$ cat config.mk
export PLATFORM = sky130hd
export DESIGN_NAME = hazard_stall_ctrl
export DESIGN_NICKNAME = d
export VERILOG_FILES = /design/src/rtl/hazard_stall_ctrl_pkg.sv /design/src/rtl/hazard_stall_ctrl_md_busy_timer.sv /design/src/rtl/hazard_stall_ctrl.sv
export SDC_FILE = /design/constraint.sdc
export NUM_CORES = 1
export LEC_CHECK = 0
export CORE_MARGIN = 2
export CORE_UTILIZATION = 25
export CTS_BUF_LIST = sky130_fd_sc_hd__clkbuf_4
export DETAILED_ROUTE_END_ITERATION = 10
export DONT_BUFFER_PORTS = 1
export HOLD_SLACK_MARGIN = 0.1
export RECOVER_POWER = 25
export SETUP_SLACK_MARGIN = 0.02
export SYNTH_ARGS = -nofsm -noshare
export SYNTH_HDL_FRONTEND = slang
export SYNTH_SLANG_ARGS = --single-unit
$ cat constraint.sdc
create_clock -name clk -period 2.5 [get_ports clk]
set_clock_uncertainty 0.1 [all_clocks]
set_input_delay 0.375 -clock clk [delete_from_list [all_inputs] [get_ports clk]]
set_output_delay 0.375 -clock clk [all_outputs]
set_load 0.1 [all_outputs]
$ cat src/rtl/hazard_stall_ctrl_pkg.sv
// Shared definitions for the ID-stage hazard logic: mult/div counter sizing,
// default mult/div latency, the forwarding-mux select encoding and the
// load-use hazard detector used by the stall controller.
package hazard_stall_ctrl_pkg;

    localparam int MD_CNT_W       = 4;
    localparam int MD_LAT_DEFAULT = 4;

    // Select values for the ALU operand forwarding muxes (companion forwarding unit).
    typedef enum logic [1:0] {
        FWD_ID_EX  = 2'b00,   // operand from the ID/EX register file read
        FWD_MEM_WB = 2'b01,   // operand forwarded from the write-back stage
        FWD_EX_MEM = 2'b10    // operand forwarded from the EX/MEM result
    } fwd_sel_e;

    // A load in EX whose destination is a source of the ID instruction; $zero never hazards.
    function automatic logic load_use_haz(
        input logic       ex_memread,
        input logic [4:0] ex_rt,
        input logic [4:0] id_rs,
        input logic [4:0] id_rt,
        input logic       id_uses_rt
    );
        logic hit_s;
        hit_s = (ex_rt == id_rs) || (id_uses_rt && (ex_rt == id_rt));
        return ex_memread && (ex_rt != 5'd0) && hit_s;
    endfunction

endpackage

$ cat src/rtl/hazard_stall_ctrl_md_busy_timer.sv
// Mult/div occupancy timer: loads the unit latency on a start pulse and counts
// down to zero; busy while non-zero, done in the final busy cycle.
module hazard_stall_ctrl_md_busy_timer
    import hazard_stall_ctrl_pkg::*;
#(
    parameter int MD_LAT = MD_LAT_DEFAULT
) (
    input  logic clk,
    input  logic rst,
    input  logic md_go,
    output logic md_busy,
    output logic md_done
);

    localparam logic [MD_CNT_W-1:0] LAT_VAL  = MD_CNT_W'(MD_LAT);
    localparam logic [MD_CNT_W-1:0] CNT_ZERO = {MD_CNT_W{1'b0}};
    localparam logic [MD_CNT_W-1:0] CNT_ONE  = {{(MD_CNT_W-1){1'b0}}, 1'b1};

    logic [MD_CNT_W-1:0] md_cnt_r;

    // Remaining busy cycles; reset abandons any in-flight operation.
    always_ff @(posedge clk or posedge rst) begin
        if (rst) begin
            md_cnt_r <= CNT_ZERO;
        end else if (md_go) begin
            md_cnt_r <= LAT_VAL;
        end else if (md_cnt_r != CNT_ZERO) begin
            md_cnt_r <= md_cnt_r - CNT_ONE;
        end else begin
            md_cnt_r <= md_cnt_r;
        end
    end

    assign md_busy = (md_cnt_r != CNT_ZERO);
    assign md_done = (md_cnt_r == CNT_ONE);

endmodule

$ cat src/rtl/hazard_stall_ctrl.sv
// ID-stage hazard/stall controller: resolves taken-branch flushes, load-use
// stalls and HI/LO occupancy stalls into PC/IF-ID enables and flush controls,
// and keeps a saturating count of stalled cycles.
module hazard_stall_ctrl
    import hazard_stall_ctrl_pkg::*;
#(
    parameter int MD_LAT = MD_LAT_DEFAULT,
    parameter int CNT_W  = 16
) (
    input  logic             clk,
    input  logic             rst,
    input  logic [4:0]       id_rs,
    input  logic [4:0]       id_rt,
    input  logic             id_uses_rt,
    input  logic             id_md_start,
    input  logic             id_reads_hilo,
    input  logic             ex_MemRead,
    input  logic [4:0]       ex_rt,
    input  logic             branch_taken,
    output logic             PCWrite,
    output logic             IFIDWrite,
    output logic             IFID_flush,
    output logic             IDEX_flush,
    output logic             md_go,
    output logic             md_busy,
    output logic             md_done,
    output logic [CNT_W-1:0] stall_cycles
);

    localparam logic [CNT_W-1:0] STALL_MAX = {CNT_W{1'b1}};
    localparam logic [CNT_W-1:0] STALL_ONE = {{(CNT_W-1){1'b0}}, 1'b1};

    logic             load_haz_s;
    logic             md_haz_s;
    logic             pc_write_s;
    logic             ifid_write_s;
    logic             ifid_flush_s;
    logic             idex_flush_s;
    logic             md_go_s;
    logic             md_busy_s;
    logic             md_done_s;
    logic [CNT_W-1:0] stall_cnt_r;

    assign load_haz_s = load_use_haz(ex_MemRead, ex_rt, id_rs, id_rt, id_uses_rt);
    assign md_haz_s   = md_busy_s && (id_reads_hilo || id_md_start);

    // Prioritised control decode: reset, branch flush, then a single shared stall.
    always_comb begin
        pc_write_s   = 1'b1;
        ifid_write_s = 1'b1;
        ifid_flush_s = 1'b0;
        idex_flush_s = 1'b0;
        md_go_s      = 1'b0;
        if (rst) begin
            pc_write_s   = 1'b0;
            ifid_write_s = 1'b0;
            ifid_flush_s = 1'b1;
            idex_flush_s = 1'b1;
        end else if (branch_taken) begin
            // The ID instruction is discarded, so any stall it would cause is moot.
            ifid_flush_s = 1'b1;
            idex_flush_s = 1'b1;
        end else if (load_haz_s || md_haz_s) begin
            pc_write_s   = 1'b0;
            ifid_write_s = 1'b0;
            idex_flush_s = 1'b1;
        end else begin
            md_go_s      = id_md_start;
        end
    end

    hazard_stall_ctrl_md_busy_timer #(
        .MD_LAT (MD_LAT)
    ) u_md_busy_timer (
        .clk     (clk),
        .rst     (rst),
        .md_go   (md_go_s),
        .md_busy (md_busy_s),
        .md_done (md_done_s)
    );

    // Saturating count of cycles in which the PC was held.
    always_ff @(posedge clk or posedge rst) begin
        if (rst) begin
            stall_cnt_r <= {CNT_W{1'b0}};
        end else if (!pc_write_s && (stall_cnt_r != STALL_MAX)) begin
            stall_cnt_r <= stall_cnt_r + STALL_ONE;
        end else begin
            stall_cnt_r <= stall_cnt_r;
        end
    end

    assign PCWrite      = pc_write_s;
    assign IFIDWrite    = ifid_write_s;
    assign IFID_flush   = ifid_flush_s;
    assign IDEX_flush   = idex_flush_s;
    assign md_go        = md_go_s;
    assign md_busy      = md_busy_s;
    assign md_done      = md_done_s;
    assign stall_cycles = stall_cnt_r;

endmodule

Word level (Yosys, flattened, before mapping)

Index checks and enable logic that the tools add are counted.

Input bits: 22
Output and inout bits: 23
Memories kept: 0
Bits in latches: 0
Flip-flop bits (word level): 20
ROM bits: 0
Logic and storage cells: 33
RAM bits: 0

Equality and inequality tests: 4
Shift-type cells: 0
Reductions and logical operators: 12
Bitwise gates (word level): 0
Divide/modulo/power cells: 0
Multipliers: 0
$add $sub $neg: 2
Mux-type cells: 13
Magnitude comparators: 0

Operators with widths:

| cell                    | number |
|---|---|
| $add A16 B1 Y16 const B | 1 |
| $ne A16 B16 Y1 const B  | 1 |
| $mux W1                 | 11 |
| $eq A5 B5 Y1            | 2 |
| $mux W4                 | 2 |
| $logic_and A1 B1 Y1     | 5 |
| $reduce_bool A5 Y1      | 1 |
| $eq A4 B1 Y1 const B    | 1 |
| $reduce_bool A4 Y1      | 1 |
| $sub A4 B1 Y4 const B   | 1 |
| $logic_or A1 B1 Y1      | 3 |
| $reduce_bool A2 Y1      | 1 |
| $logic_not A1 Y1        | 1 |

Logic depth before layout (Yosys ltp)

Word-level depth: 10
Depth in mapped cells: 9
Gate-level depth less buffers: 7

By module

From an unflattened synthesis, not the netlist that was laid out.

Cells, all modules: 117
Area total of the unflattened synthesis: 1213.7 µm²

By module, submodules not included:

| module                          | seq. area each (µm²) | times used | area an instance (µm²) | cells an instance |
|---|---|---|---|---|
| hazard_stall_ctrl               | 400.4                | 1          | 949.7                  | 92 |
| hazard_stall_ctrl_md_busy_timer | 100.1                | 1          | 264.0                  | 25 |

Worst setup path after synthesis

OpenSTA, ideal clock, no wires.

Kind: register -> output
From: register u_md_busy_timer.md_cnt_r[0]
To: output port IDEX_flush
Path buffers: 1
Stages on the path, launching flop included: 6
Setup slack: -992 ps
Data arrival time: 3017 ps
Data required time: 2025 ps
Path through: dfrtp_1 inv_1 ha_1 and2_1 clkbuf_2 o21ai_0

Cells in the longest elaborated chain, start to end: 6

Ends and longest elaborated chain:

| element                | line                                  | text |
|---|---|---|
| start, declared        | hazard_stall_ctrl_md_busy_timer.sv:19 | `logic [MD_CNT_W-1:0] md_cnt_r;` |
| start signal, assigned | hazard_stall_ctrl_md_busy_timer.sv:28 | `md_cnt_r <= md_cnt_r - CNT_ONE;` |
| start signal, assigned | hazard_stall_ctrl_md_busy_timer.sv:30 | `md_cnt_r <= md_cnt_r;` |
| $reduce_bool A4 Y1     | hazard_stall_ctrl_md_busy_timer.sv:34 | `assign md_busy = (md_cnt_r != CNT_ZERO);` |
| $logic_and A1 B1 Y1    | hazard_stall_ctrl.sv:45               | `assign md_haz_s = md_busy_s && (id_reads_hilo \|\| id_md_start);` |
| $logic_or A1 B1 Y1     | hazard_stall_ctrl.sv:63               | `end else if (load_haz_s \|\| md_haz_s) begin` |
| $mux W1                | hazard_stall_ctrl.sv:63               |  |
| $mux W1                | hazard_stall_ctrl.sv:59               | `end else if (branch_taken) begin` |
| $mux W1                | hazard_stall_ctrl.sv:54               | `if (rst) begin` |
| end, declared          | hazard_stall_ctrl.sv:23               | `output logic IDEX_flush,` |

No other way between the ends.

Worst setup path after layout

From: register u_md_busy_timer.md_cnt_r[0]
To: output port PCWrite

Cells in the longest elaborated chain, start to end: 6

Ends and longest elaborated chain:

| element             | line                                  | text |
|---|---|---|
| $reduce_bool A4 Y1  | hazard_stall_ctrl_md_busy_timer.sv:34 |  |
| $logic_and A1 B1 Y1 | hazard_stall_ctrl.sv:45               |  |
| $logic_or A1 B1 Y1  | hazard_stall_ctrl.sv:63               |  |
| $mux W1             | hazard_stall_ctrl.sv:63               |  |
| $mux W1             | hazard_stall_ctrl.sv:59               |  |
| $mux W1             | hazard_stall_ctrl.sv:54               |  |
| end, declared       | hazard_stall_ctrl.sv:20               | `output logic PCWrite,` |

No other way between the ends.

==> metrics.cfg <==
[yosys]
synth-simple-area-share_pct = 23.0
seq_area_frac_synth_pct = 40.7
yosysWarnings = 0
synth_cells = 125
synth.distinct_cells = 36
synth_edf_count = 0
synth_compound_area_share_pct = 6.71
syn-mean-instance-area_sq_um = 9.85
syn_area_sq_mm = 0.00123
ys_async_sr_fraction_pct = 100
synth_top_family_by_area = simple AND/OR/NAND/NOR gates
synthXorXnorAreaFrac_pct = 18.5
synth_mux_area_share_pct = 1.73
synth_adder_area_share_pct = 4.07
ys_ff_latch = 20
synth_fp_nets = 151
synth_flop_cell = dfrtp_1

[grt]
grt_first_pass_wirelength_um = 4560
top_usage_layer = met2
use_met1_pct = 13.7
first_global_vias = 985
grt_max_degree = 21
met3_usage_pct = 3.66
grt_use_total_pct = 10.8
antenna_found_initial = 0
use_met2_pct = 17.1
overflow = 0

[clock_tree]
clock_sinks = 20
htree_levels = 1
cts_root_buffer = clkbuf_4
cts_tree = yes
clk_pin_slew_worst_paths_ns = 0.11
cts_buffer_depth = 2
clkLatencyLatePin_ns = 0.30
cts_buffers = 3

[timing]
period_needed_ns = 2.29
rsz0062_at_grt = no
worstMarginPinSlew_ns = 1.03
holdWs_ns = 0.191
setup_viol = 0
tns_ns = 0
slew_headroom_pct = 31.4
fmax_mhz = 437
finalHoldViolCount = 0
final_max_slew_viol_count = 0
finalCritPeriodShare_pct = 91.6

[critical_path]
path_delay_family = flip-flops
critical_path_arrival_ns = 1.81
r2r_start = u_md_busy_timer.md_cnt_r[0]
r2r-end = stall_cycles[7]
crit_path_start_kind = flop
rr_worst_depth = 8
slowest_delay_ns = 0.41
crit_buf_inv = 2
cp.required_ns = 2.03
crit_fanout = 7
path_cells = inv_1 > ha_1 > and2_1 > o31ai_2 > a21oi_4 > buf_12
critPathSlowestCell = dfrtp_1
end_kind = output port
r2r_slack_ns = 0.34
crit_type = flop to output port

[place]
dp_hpwl_um = 2180
placed_cells = 212
placed_cell_area_sq_mm = 0.00152
port_buffers = 0
gp_congestion = 0.739

[pwr]
ir_worst_vdd_v = 0.000434
finalPower_mw = 2.21
combinationalPowerShare_pct = 68.4
switchingPower_mw = 1.34
seq_power_share_pct = 24.0
p_int_mw = 0.874
p_leak_nw = 0.679
clock_power_share_pct = 7.6
swShare_pct = 60.5
powerDensity_mw_per_mm2 = 1400

[cells_and_area]
finalNonFillerCells = 219
final_cell_mix = buf_4, dfrtp_1, xor2_1
antenna_cells = 0
final_common_cell = buf_4
nNetsFinal = 179
final_area_sq_mm = 0.00158
syn2layout_area_growth_pct = 28.2
layout-drive-gt1-share_pct = 28.9

[route]
detail_route.vias_per_cell = 4.48
drc = 0
drt_wl_total_um = 2690
drt_iter0_drc = 56
ant_nets = 0
dr.pass1.iters = 2
num_vias = 982
wl_per_cell_um = 12.3

[floorplan]
die_x_um = 74.2
die_area_sq_mm = 0.00550
die_h_um = 74.2
io-pin-count = 45
rows = 25
design.core.area_sq_mm = 0.00472
start_util_pct = 26.1

[hold_path]
min_path_type = input pin to flop
hold_path_end = u_md_busy_timer.md_cnt_r[2]
hp-start = id_md_start
hold_depth = 2

[flow_run]
timing.max_cap.violations = 0

[outcome]
status = finished, final reports clean

==> registers in the layout, summed over array words and instances, names as in the netlist <==
signal / count
stall_cycles: 16
u_md_busy_timer.md_cnt_r: 4
==> worst max-delay path by stage <==
| stage | startpoint | endpoint | slack (ns) | cells past startpoint |
|---|---|---|---|---|
| after detailed placement | ex_rt[0] | md_go | 0.21 | 7 |
| after global placement | ex_rt[0] | md_go | 0.24 | 7 |
| final | u_md_busy_timer.md_cnt_r[0] | PCWrite | 0.21 | 6 |
| after CTS | u_md_busy_timer.md_cnt_r[0] | md_busy | 0.04 | 5 |
| after floorplan | ex_rt[0] | md_go | -0.03 | 6 |
| after global routing | u_md_busy_timer.md_cnt_r[0] | IFIDWrite | 0.06 | 6 |
==> power groups by stage <==
stage / registers (mW) / clock network, mW / logic, mW
6_report: 0.531 / 0.168 / 1.51
5_1_grt: 0.552 / 0.193 / 1.61
4_1_cts: 0.534 / 0.175 / 1.52
3_5_place_dp: 0.541 / 0 / 1.51
3_3_place_gp: 0.537 / 0 / 1.51
2_1_floorplan: 1.25 / 0 / 0.492
==> cells by family after synthesis <==
group	count (synthesis)
and+or+nand+nor	49
xor gates and xnor gates	26
DFF	20
buffers and inverters	14
AOI/OAI and AO/OA	10
adders and majority gates	4
muxes	2
==> per-layer routing <==
layer	part of all wire [%]	wire length, um
met1	42	1140
met2	47	1270
met3	8.6	230
met4	1.8	49
met5	0	0
==> timing repair <==
| item | 4_1_cts | 5_1_grt |
|---|---|---|
| setup buffers | 0 | 1 |
| gates resized for setup | 0 | 1 |
| hold endpoints to repair | 21 | 0 |
| setup endpoints to repair | 0 | 3 |
| hold buffers | 2 | 0 |
==> cells in the mapped netlist, types with 2 or more instances <==
| cell | n | area, sq um |
|---|---|---|
| dfrtp_1 | 20 | 500 |
| xor2_1 | 14 | 123 |
| xnor2_1 | 12 | 105 |
| nand3_1 | 9 | 45.0 |
| nor3_1 | 9 | 45.0 |
| inv_1 | 8 | 30.0 |
| nand4_1 | 5 | 31.3 |
| nor2_1 | 5 | 18.8 |
| ha_1 | 4 | 50.1 |
| nand2_1 | 4 | 15.0 |
| and3_1 | 3 | 18.8 |
| buf_4 | 3 | 22.5 |
| nor4_1 | 3 | 18.8 |
| and2_1 | 2 | 12.5 |
| o21ai_0 | 2 | 10.0 |
| or3_1 | 2 | 12.5 |
==> area by class of cell <==
type	count	area (sq um)
Timing Repair Buffer	29	256
Clock buffer	4	30.0
Sequential cell	20	505
Multi-Input combinational cell	91	668
Inverter	8	33.8
Tap cell	67	83.8
Fill cell	505	3150
==> stage by stage <==
stage / worst slack, ns / utilization [%]
after floorplan: -0.0290 / -
after global placement: 0.240 / 32.2
after detailed placement: 0.214 / 32.2
after CTS: 0.0361 / 33.2
after global routing: 0.0598 / 33.4
final: 0.210 / 33.4
==> worst reg2reg max path, stage by stage (launching register included) <==
cell	delay, ns
dfrtp_1	0.39
inv_1	0.09
ha_1	0.21
and2_1	0.17
o31ai_2	0.31
a21oi_4	0.12
buf_4	0.21
nor4_1	0.32
xor2_1	0.16
Power figures use the tool's default switching activity.
